===== src/rtl/cv32e40p_cluster_event_unit.sv =====
// cv32e40p_cluster_event_unit
//
// Purpose:
//   Cluster-side responder to the core's sleep interface. It latches external
//   event strobes into a pending register and serves cv.elw event-wait loads.
//   It gates the core's clock through pulp_clock_en_i while the core sleeps
//   inside an elw. It also sequences fetch_enable after reset and forwards
//   debug requests only while the core clock runs. The block sits on the
//   free-running clock, outside the core's clock gate.
//
// Ports:
//   clk_i           free-running clock
//   rst_n           synchronous active-low reset
//   event_i         event strobes, sampled every cycle
//   mask_we_i       event mask write strobe
//   mask_wdata_i    new event mask value
//   core_sleep_i    core_sleep_o from the core
//   clock_en_o      to the core's pulp_clock_en_i (combinational)
//   fetch_enable_o  to the core's fetch_enable_i (sticky after boot delay)
//   elw_req_i       cv.elw load request
//   elw_gnt_o       grant; high only while no request is outstanding
//   elw_rvalid_o    one-cycle load response valid
//   elw_rdata_o     masked pending events, zero-extended
//   debug_req_i     external debug request
//   debug_req_o     debug request forwarded to the core
//
// Optional feature (macro CV32E40P_EVT_SLEEP_CNT_EN):
//   sleep_cnt_clr_i  clears the sleep cycle counter (wins over increment)
//   sleep_cycles_o   saturating count of cycles with clock_en_o=0

module cv32e40p_cluster_event_unit #(
  parameter int unsigned NUM_EVENTS = 8,
  parameter logic [31:0] MASK_RESET = 32'hFFFF_FFFF,
  parameter int unsigned BOOT_DELAY = 4
) (
  input  logic                  clk_i,
  input  logic                  rst_n,
  input  logic [NUM_EVENTS-1:0] event_i,
  input  logic                  mask_we_i,
  input  logic [NUM_EVENTS-1:0] mask_wdata_i,
  input  logic                  core_sleep_i,
  output logic                  clock_en_o,
  output logic                  fetch_enable_o,
  input  logic                  elw_req_i,
  output logic                  elw_gnt_o,
  output logic                  elw_rvalid_o,
  output logic [31:0]           elw_rdata_o,
  input  logic                  debug_req_i,
  output logic                  debug_req_o
`ifdef CV32E40P_EVT_SLEEP_CNT_EN
  ,
  input  logic                  sleep_cnt_clr_i,
  output logic [31:0]           sleep_cycles_o
`endif
);

  typedef enum logic [2:0] {
    S_IDLE,
    S_WAIT,
    S_SLEEP,
    S_WAKE,
    S_RESP
  } state_e;

  state_e                r_state;
  state_e                w_stateNext;
  logic [NUM_EVENTS-1:0] r_pending;
  logic [NUM_EVENTS-1:0] r_mask;
  logic [NUM_EVENTS-1:0] w_respBits;
  logic [NUM_EVENTS-1:0] w_clr;
  logic                  w_hit;
  logic                  w_clockEn;
  logic [7:0]            r_bootCnt;
  logic                  r_fetchEn;
  logic                  r_gnt;
  logic                  r_rvalid;
  logic [31:0]           w_rdataExt;

  assign w_respBits = r_pending & r_mask;

  // An event strobe arriving this cycle already counts as a hit, so a sleeping
  // core gets its clock back in the very cycle the event shows up.
  assign w_hit = |((r_pending | event_i) & r_mask);

  assign w_clockEn = !((r_state == S_SLEEP) && core_sleep_i && !w_hit && !debug_req_i);

  // Only the bits returned in the response are cleared; the mask register
  // value is the one from before any same-cycle mask write.
  assign w_clr = (r_state == S_RESP) ? w_respBits : '0;

  always_comb begin
    w_stateNext = r_state;
    case (r_state)
      S_IDLE:  if (elw_req_i) w_stateNext = S_WAIT;
      S_WAIT: begin
        if (w_hit)             w_stateNext = S_RESP;
        else if (core_sleep_i) w_stateNext = S_SLEEP;
      end
      S_SLEEP: begin
        if (w_hit)                             w_stateNext = S_WAKE;
        else if (debug_req_i || !core_sleep_i) w_stateNext = S_WAIT;
      end
      S_WAKE:  w_stateNext = S_RESP;
      S_RESP:  w_stateNext = S_IDLE;
      default: w_stateNext = S_IDLE;
    endcase
  end

  // FSM with registered grant and response-valid decoded from the next state.
  always_ff @(posedge clk_i) begin
    if (!rst_n) begin
      r_state  <= S_IDLE;
      r_gnt    <= 1'b1;
      r_rvalid <= 1'b0;
    end else begin
      r_state  <= w_stateNext;
      r_gnt    <= (w_stateNext == S_IDLE);
      r_rvalid <= (w_stateNext == S_RESP);
    end
  end

  // Set wins over clear: an event re-pulsed in the response cycle survives.
  always_ff @(posedge clk_i) begin
    if (!rst_n) begin
      r_pending <= '0;
      r_mask    <= MASK_RESET[NUM_EVENTS-1:0];
    end else begin
      r_pending <= (r_pending & ~w_clr) | event_i;
      if (mask_we_i) r_mask <= mask_wdata_i;
    end
  end

  // The counter stops at BOOT_DELAY; fetch enable is set on the edge that
  // sees the count there, so BOOT_DELAY=0 enables fetch right after the
  // first edge out of reset.
  always_ff @(posedge clk_i) begin
    if (!rst_n) begin
      r_bootCnt <= 8'd0;
      r_fetchEn <= 1'b0;
    end else if (r_bootCnt == 8'(BOOT_DELAY)) begin
      r_fetchEn <= 1'b1;
    end else begin
      r_bootCnt <= r_bootCnt + 8'd1;
    end
  end

  always_comb begin
    w_rdataExt                   = '0;
    w_rdataExt[NUM_EVENTS-1:0]   = w_respBits;
  end

  assign clock_en_o     = w_clockEn;
  assign fetch_enable_o = r_fetchEn;
  assign elw_gnt_o      = r_gnt;
  assign elw_rvalid_o   = r_rvalid;
  assign elw_rdata_o    = r_rvalid ? w_rdataExt : 32'd0;
  assign debug_req_o    = debug_req_i & w_clockEn;

`ifdef CV32E40P_EVT_SLEEP_CNT_EN
  logic [31:0] r_sleepCnt;

  // Saturating count of gated-clock cycles; a clear has priority.
  always_ff @(posedge clk_i) begin
    if (!rst_n) begin
      r_sleepCnt <= 32'd0;
    end else if (sleep_cnt_clr_i) begin
      r_sleepCnt <= 32'd0;
    end else if (!w_clockEn && (r_sleepCnt != 32'hFFFF_FFFF)) begin
      r_sleepCnt <= r_sleepCnt + 32'd1;
    end
  end

  assign sleep_cycles_o = r_sleepCnt;
`endif

endmodule


===== config.mk =====
export PLATFORM = sky130hd
export DESIGN_NAME = cv32e40p_cluster_event_unit
export DESIGN_NICKNAME = d
export VERILOG_FILES = /design/src/rtl/cv32e40p_cluster_event_unit.sv
export SDC_FILE = /design/constraint.sdc
export NUM_CORES = 1
export LEC_CHECK = 0
export ABC_CLOCK_PERIOD_IN_PS = 1500
export CORE_MARGIN = 4
export CORE_UTILIZATION = 35
export DETAILED_ROUTE_END_ITERATION = 10
export GPL_TIMING_DRIVEN = 0
export PLACE_DENSITY_LB_ADDON = 0.2
export SLEW_MARGIN = 20
export SYNTH_ARGS = -nofsm -noshare
export SYNTH_HDL_FRONTEND = slang
export SYNTH_SLANG_ARGS = --single-unit

===== constraint.sdc =====
create_clock -name clk_i -period 1.5 [get_ports clk_i]
set_clock_uncertainty 0.1 [all_clocks]
set_input_delay 0.225 -clock clk_i [delete_from_list [all_inputs] [get_ports clk_i]]
set_output_delay 0.225 -clock clk_i [all_outputs]
set_load 0.02 [all_outputs]

==> flow_summary.json, run 1 <==
{
  "crit_chain": "a22oi_2 -> nand2_2 -> or3_4 -> or3_4 -> buf_6",
  "violations": "negative setup slack",
  "crit_slowest_cell": "or3_4",
  "power_density_nw_per_um2": 993,
  "post-route-period-util": 1.41,
  "totalWireLength_um": 3520,
  "setup_ws_ns": -0.616,
  "ant_nets": 0,
  "ys_ff_latch": 30,
  "cp_max_fo": 5,
  "grt_overflow": 0,
  "drive_above_1_share": 0.309,
  "clkSlewWorstSetupHoldPaths_ns": 0.06,
  "ios": 59,
  "fin_util": 0.539,
  "avgSynthCellArea_sq_um": 8.57,
  "grt_max_degree": 11,
  "cap_violations": 0,
  "die_h_um": 73.7,
  "port_buffers": 33,
  "cts_tree": "yes",
  "post_drt_wl_per_cell_um": 11.9,
  "maxSlewViolCount": 0,
  "rsz0062_at_grt": "yes",
  "yosys_warnings": 0,
  "worst_pin_slew_ns": 0.579,
  "htreeDepth": 2,
  "max_slew_margin": 0.614,
  "period_needed_ns": 2.12,
  "stdcell_area_sq_um": 2200,
  "crit_start": "r_mask[4]",
  "firstDrtPassIters": 4,
  "drc": 0,
  "placedInstanceArea_sq_um": 2000,
  "antennaDiodeCount": 0,
  "hp-class": "primary input to flip-flop",
  "r2r_slack_ns": -0.09,
  "holdWs_ns": 0.123,
  "grt_pass1_vias": 1217,
  "timing.final.hold_violations": 0,
  "crit_top_cell": "or3_4",
  "grt_pass1_wl_um": 5490,
  "max_stage_delay_ns": 0.40,
  "worstReg2RegStart": "r_mask[4]",
  "num_rows": 23,
  "synthCells": 176,
  "die_area_sq_um": 5430,
  "hold_buffers": 0,
  "vias": 1325,
  "cts_root_buffer": "clkbuf_8",
  "irDropWorstVdd_v": 0.000574,
  "netlist_area_sq_um": 1510,
  "die_w_um": 73.7,
  "core_area_sq_um": 4090,
  "cellLeakagePower_nw": 1.06,
  "insertion_delay_ns": 0.28,
  "cp.required_ns": 1.17,
  "grt_antenna_before_repair": 0,
  "seq_area_frac_synth": 0.398,
  "worstSetupPathType": "flip-flop to primary output",
  "cp-end-kind": "primary output",
  "cts_made_buffers": 5,
  "clock_sinks": 30,
  "cp_top_family": "simple AND/OR/NAND/NOR gates",
  "max_freq_ghz": 0.473,
  "finalSetupViolCount": 5,
  "vias_per_cell": 4.48,
  "track_usage": 0.134,
  "syn2layout_area_growth_pct": 45.9,
  "cp_num_buf_inv": 1,
  "status": "finished, violations left",
  "synth_cell_type_count": 30,
  "gp_congestion": 0.764,
  "start_util": 0.369,
  "dp_slack_ns": -1.20,
  "layout.nets": 270,
  "arrival_ns": 1.79,
  "first_iter_violations": 74,
  "hp-start": "event_i[1]",
  "startpoint_type": "flip-flop",
  "place_hpwl_um": 2470,
  "ctsLongestPathBuffers": 2
}
[path summary, 6_finish.rpt]
kind                         end  cells past startpoint
setup / recovery      clock_en_o                      5
hold / removal      r_pending[1]                      3
setup reg to reg    elw_rvalid_o                      5
hold reg to reg   fetch_enable_o                      2
[metal layers]
layer / global-route usage / vias up / part of all wire
li1: - / 686 / -
met1: 0.161 / 594 / 0.44
met2: 0.207 / 37 / 0.47
met3: 0.0547 / 8 / 0.072
met4: 0.0604 / 0 / 0.017
met5: 0 / - / 0
[final cells by class]
type | count | area, sq um
multi-input cells | 136 | 851
inverters | 3 | 11.3
fillers | 394 | 1890
clock buffers | 5 | 68.8
clock inverters | 2 | 10.0
well taps | 50 | 62.6
flip-flops and latches | 30 | 616
plain buffers | 28 | 198
repair buffers | 42 | 384
[through the flow]
stage	cells	setup TNS (ns)	total power, W
after detailed placement	282	-9.32	0.00147
final	296	-0.893	0.00218
after CTS	294	-0.989	0.00213
after floorplan	199	-0.164	0.00132
after global placement	282	-9.51	0.00147
after global routing	296	-1.22	0.00231
[power by group]
group / switching, W / total, W / internal [W]
clock network: 0.000311 / 0.000621 / 0.000311
registers: 0.0000974 / 0.000979 / 0.000882
logic: 0.000278 / 0.000584 / 0.000307
[cell usage in the layout (no fill, tap or decap), drive strengths merged, types with 10 or more instances in the layout]
| cell | instances |
|---|---|
| buf | 34 |
| clkbuf | 14 |
| dfxtp | 30 |
| a21oi | 11 |
| nor2 | 17 |
| clkdlybuf4s50 | 14 |
| and3 | 10 |
| nand2 | 23 |
| conb | 24 |
[state kept, by name, indices dropped and copies added (netlist names)]
| register | count |
|---|---|
| fetch_enable_o | 1 |
| r_mask | 8 |
| elw_gnt_o | 1 |
| r_state | 3 |
| elw_rvalid_o | 1 |
| r_pending | 8 |
| r_bootCnt | 8 |
[worst reg2reg max path: stages (launching register included)]
cell and delay (ns):
dfxtp_2 0.34, a22oi_2 0.19, nand2_2 0.10, or3_4 0.40, buf_4 0.15, o211a_1 0.20
[cells in the mapped netlist]
cell,count,share of area
o21ai_0,4,0.013
a22oi_2,4,0.033
and2_1,1,0.0041
o211a_1,2,0.013
o31ai_1,3,0.015
dfxtp_1,30,0.40
nor4b_1,1,0.0058
or4_1,1,0.0050
nand2_2,1,0.0041
xnor2_1,2,0.012
buf_4,24,0.12
xor2_1,5,0.029
nand4_1,1,0.0041
nor3b_2,1,0.0083
nor2_1,17,0.042
a211o_1,1,0.0058
nor3b_1,1,0.0050
ha_1,2,0.017
a311oi_1,1,0.0058
nor2b_1,3,0.012
conb_1,1,0.0025
inv_1,3,0.0075
nand3_1,7,0.023
or3_1,2,0.0083
clkbuf_1,6,0.015
o41ai_1,1,0.0058
nand2_1,22,0.055
a21oi_1,11,0.036
mux2i_1,8,0.053
and3_1,10,0.041
[repair_timing]
| action | 4_1_cts | 5_1_grt |
|---|---|---|
| pin swaps | 11 | 8 |
| hold endpoints to repair | 0 | 0 |
| setup endpoints to repair | 34 | 21 |
| resized for setup | 48 | 17 |
| buffers inserted | 5 | 4 |
[logic make-up after synthesis]
| logic type | Yosys count | synth area share |
|---|---|---|
| and+or+nand+nor | 68 | 0.219 |
| buffers and inverters | 33 | 0.142 |
| DFF | 30 | 0.398 |
| AOI/OAI and AO/OA | 27 | 0.129 |
| muxes | 8 | 0.0531 |
| xor gates and xnor gates | 7 | 0.0406 |
| adders and majority gates | 2 | 0.0166 |
| other | 1 | 0.00249 |
No activity file was read; power rests on OpenSTA's default activity.
==> inputs of run 2 (changes only) <==
- CAP_MARGIN: not set -> 20
- RECOVER_POWER: not set -> 25
==> flow_summary.json, run 2 (same netlist as run 1, synthesis figures left out) <==
{
  "status": "finished, violations left",
  "violations": "negative setup slack",
  "hold_buffers": 0,
  "cp.required_ns": 1.17,
  "post_drt_wl_per_cell_um": 11.9,
  "layout.nets": 270,
  "finalNonFillerCells": 296,
  "gp_congestion": 0.764,
  "finalSetupViolCount": 15,
  "cp-end-kind": "primary output",
  "die_h_um": 73.7,
  "hp-class": "primary input to flip-flop",
  "max_freq_ghz": 0.473,
  "arrival_ns": 1.79,
  "final_cell_mix": "32 x buf_4, 24 x conb_1, 22 x dfxtp_1",
  "drive_above_1_share": 0.305,
  "post-route-period-util": 1.41,
  "vias_per_cell": 4.48,
  "track_usage": 0.134,
  "htreeDepth": 2,
  "grt_overflow": 0,
  "syn2layout_area_growth_pct": 45.8,
  "place_hpwl_um": 2470,
  "grt_max_degree": 11,
  "setup_ws_ns": -0.615,
  "grt_pass1_vias": 1217,
  "ios": 59,
  "cts_tree": "yes",
  "max_slew_margin": 0.614,
  "irDropWorstVdd_v": 0.000574,
  "cp_max_fo": 5,
  "vias": 1325,
  "power_density_nw_per_um2": 993,
  "first_iter_violations": 74,
  "timing.final.hold_violations": 0,
  "worstSetupPathType": "flip-flop to primary output",
  "dp_slack_ns": -1.20,
  "clkSlewWorstSetupHoldPaths_ns": 0.06,
  "maxSlewViolCount": 0,
  "fillers": 395,
  "ant_nets": 0,
  "period_needed_ns": 2.12,
  "core_area_sq_um": 4090,
  "cts_root_buffer": "clkbuf_8",
  "totalWireLength_um": 3520,
  "startpoint_type": "flip-flop",
  "rsz0062_at_grt": "yes",
  "num_rows": 23,
  "reg_top3": "r_bootCnt: 8 flops, r_mask: 8 flops, r_pending: 8 flops",
  "firstDrtPassIters": 4,
  "cap_violations": 0,
  "clock_sinks": 30,
  "ctsLongestPathBuffers": 2,
  "cts_made_buffers": 5,
  "finalSetupTns_ns": -1.58,
  "worst_pin_slew_ns": 0.579,
  "dp_cells": 282,
  "insertion_delay_ns": 0.28,
  "drc": 0,
  "layout_commonest_cell": "buf_4",
  "die_w_um": 73.7,
  "grt_pass1_wl_um": 5490,
  "antennaDiodeCount": 0,
  "grt_antenna_before_repair": 0,
  "port_buffers": 33,
  "cellLeakagePower_nw": 1.06,
  "start_util": 0.369,
  "die_area_sq_um": 5430
}
run 2: cell count changes in the layout (fill, tap and decap cells not counted), sizes merged:
cell,previous run,this run
clkdlybuf4s50,14,13
dlygate4sd3,0,1
run 2: routing by layer:
| metal | share of wire | wire length [um] | GRT usage | vias up |
|---|---|---|---|---|
| met5 | 0 | 0 | 0 | - |
| met1 | 0.44 | 1550 | 0.161 | 594 |
| met4 | 0.017 | 61 | 0.0604 | 0 |
| met2 | 0.47 | 1660 | 0.207 | 37 |
| li1 | - | - | - | 686 |
| met3 | 0.072 | 255 | 0.0547 | 8 |
run 2: area by class of cell:
cell class,count,area [sq um],area share
buffer,28,196,0.0893
clock buffer,5,68.8,0.0313
clock inverter,2,10.0,0.00455
inverter,3,11.3,0.00512
multi-input combinational,136,851,0.387
sequential,30,616,0.280
tap,50,62.6,0.0284
timing repair buffer,42,384,0.175
run 2: where the power goes:
part	internal (W)	switching, W
registers	0.000882	0.0000974
logic	0.000306	0.000278
clock network	0.000311	0.000311
total	0.00150	0.000686
run 2: worst paths after layout:
path	from	to	slack [ns]	cells after the start
worst min register to register	fetch_enable_o	fetch_enable_o	0.37	2
worst max register to register	r_mask[4]	elw_rvalid_o	-0.09	5
worst min-delay path	event_i[1]	r_pending[1]	0.12	3
worst max-delay path	r_mask[4]	clock_en_o	-0.62	5
run 2: what timing repair did:
item | CTS | global route
pin swaps | 11 | 8
setup buffers | 5 | 4
cloned | 0 | 0
endpoints found under the setup margin | 34 | 21
gates resized for setup | 48 | 17
run 2: critical path, stage by stage, from the launching register on:
cell and delay (ns):
dfxtp_2 0.34, a22oi_2 0.19, nand2_2 0.10, or3_4 0.40, or3_4 0.34, buf_6 0.14
run 2: metrics by stage:
| stage | instance area, sq um | utilization | hold slack, ns | total power [W] |
|---|---|---|---|---|
| floorplan | 1610 | - | 0.217 | 0.00132 |
| global placement | 2000 | 0.490 | 0.357 | 0.00147 |
| detailed placement | 2000 | 0.490 | 0.362 | 0.00147 |
| CTS | 2170 | 0.530 | 0.198 | 0.00213 |
| global route | 2200 | 0.538 | 0.135 | 0.00231 |
| finish | 2200 | 0.538 | 0.123 | 0.00218 |
==> inputs of run 3 (changes only) <==
- CTS_BUF_LIST: not set -> sky130_fd_sc_hd__clkbuf_2 sky130_fd_sc_hd__clkbuf_4 sky130_fd_sc_hd__clkbuf_8
- SLEW_MARGIN: 20 -> 15
==> results of run 3 <==
The final DEF is identical to that of run 2; final timing and power are the same.
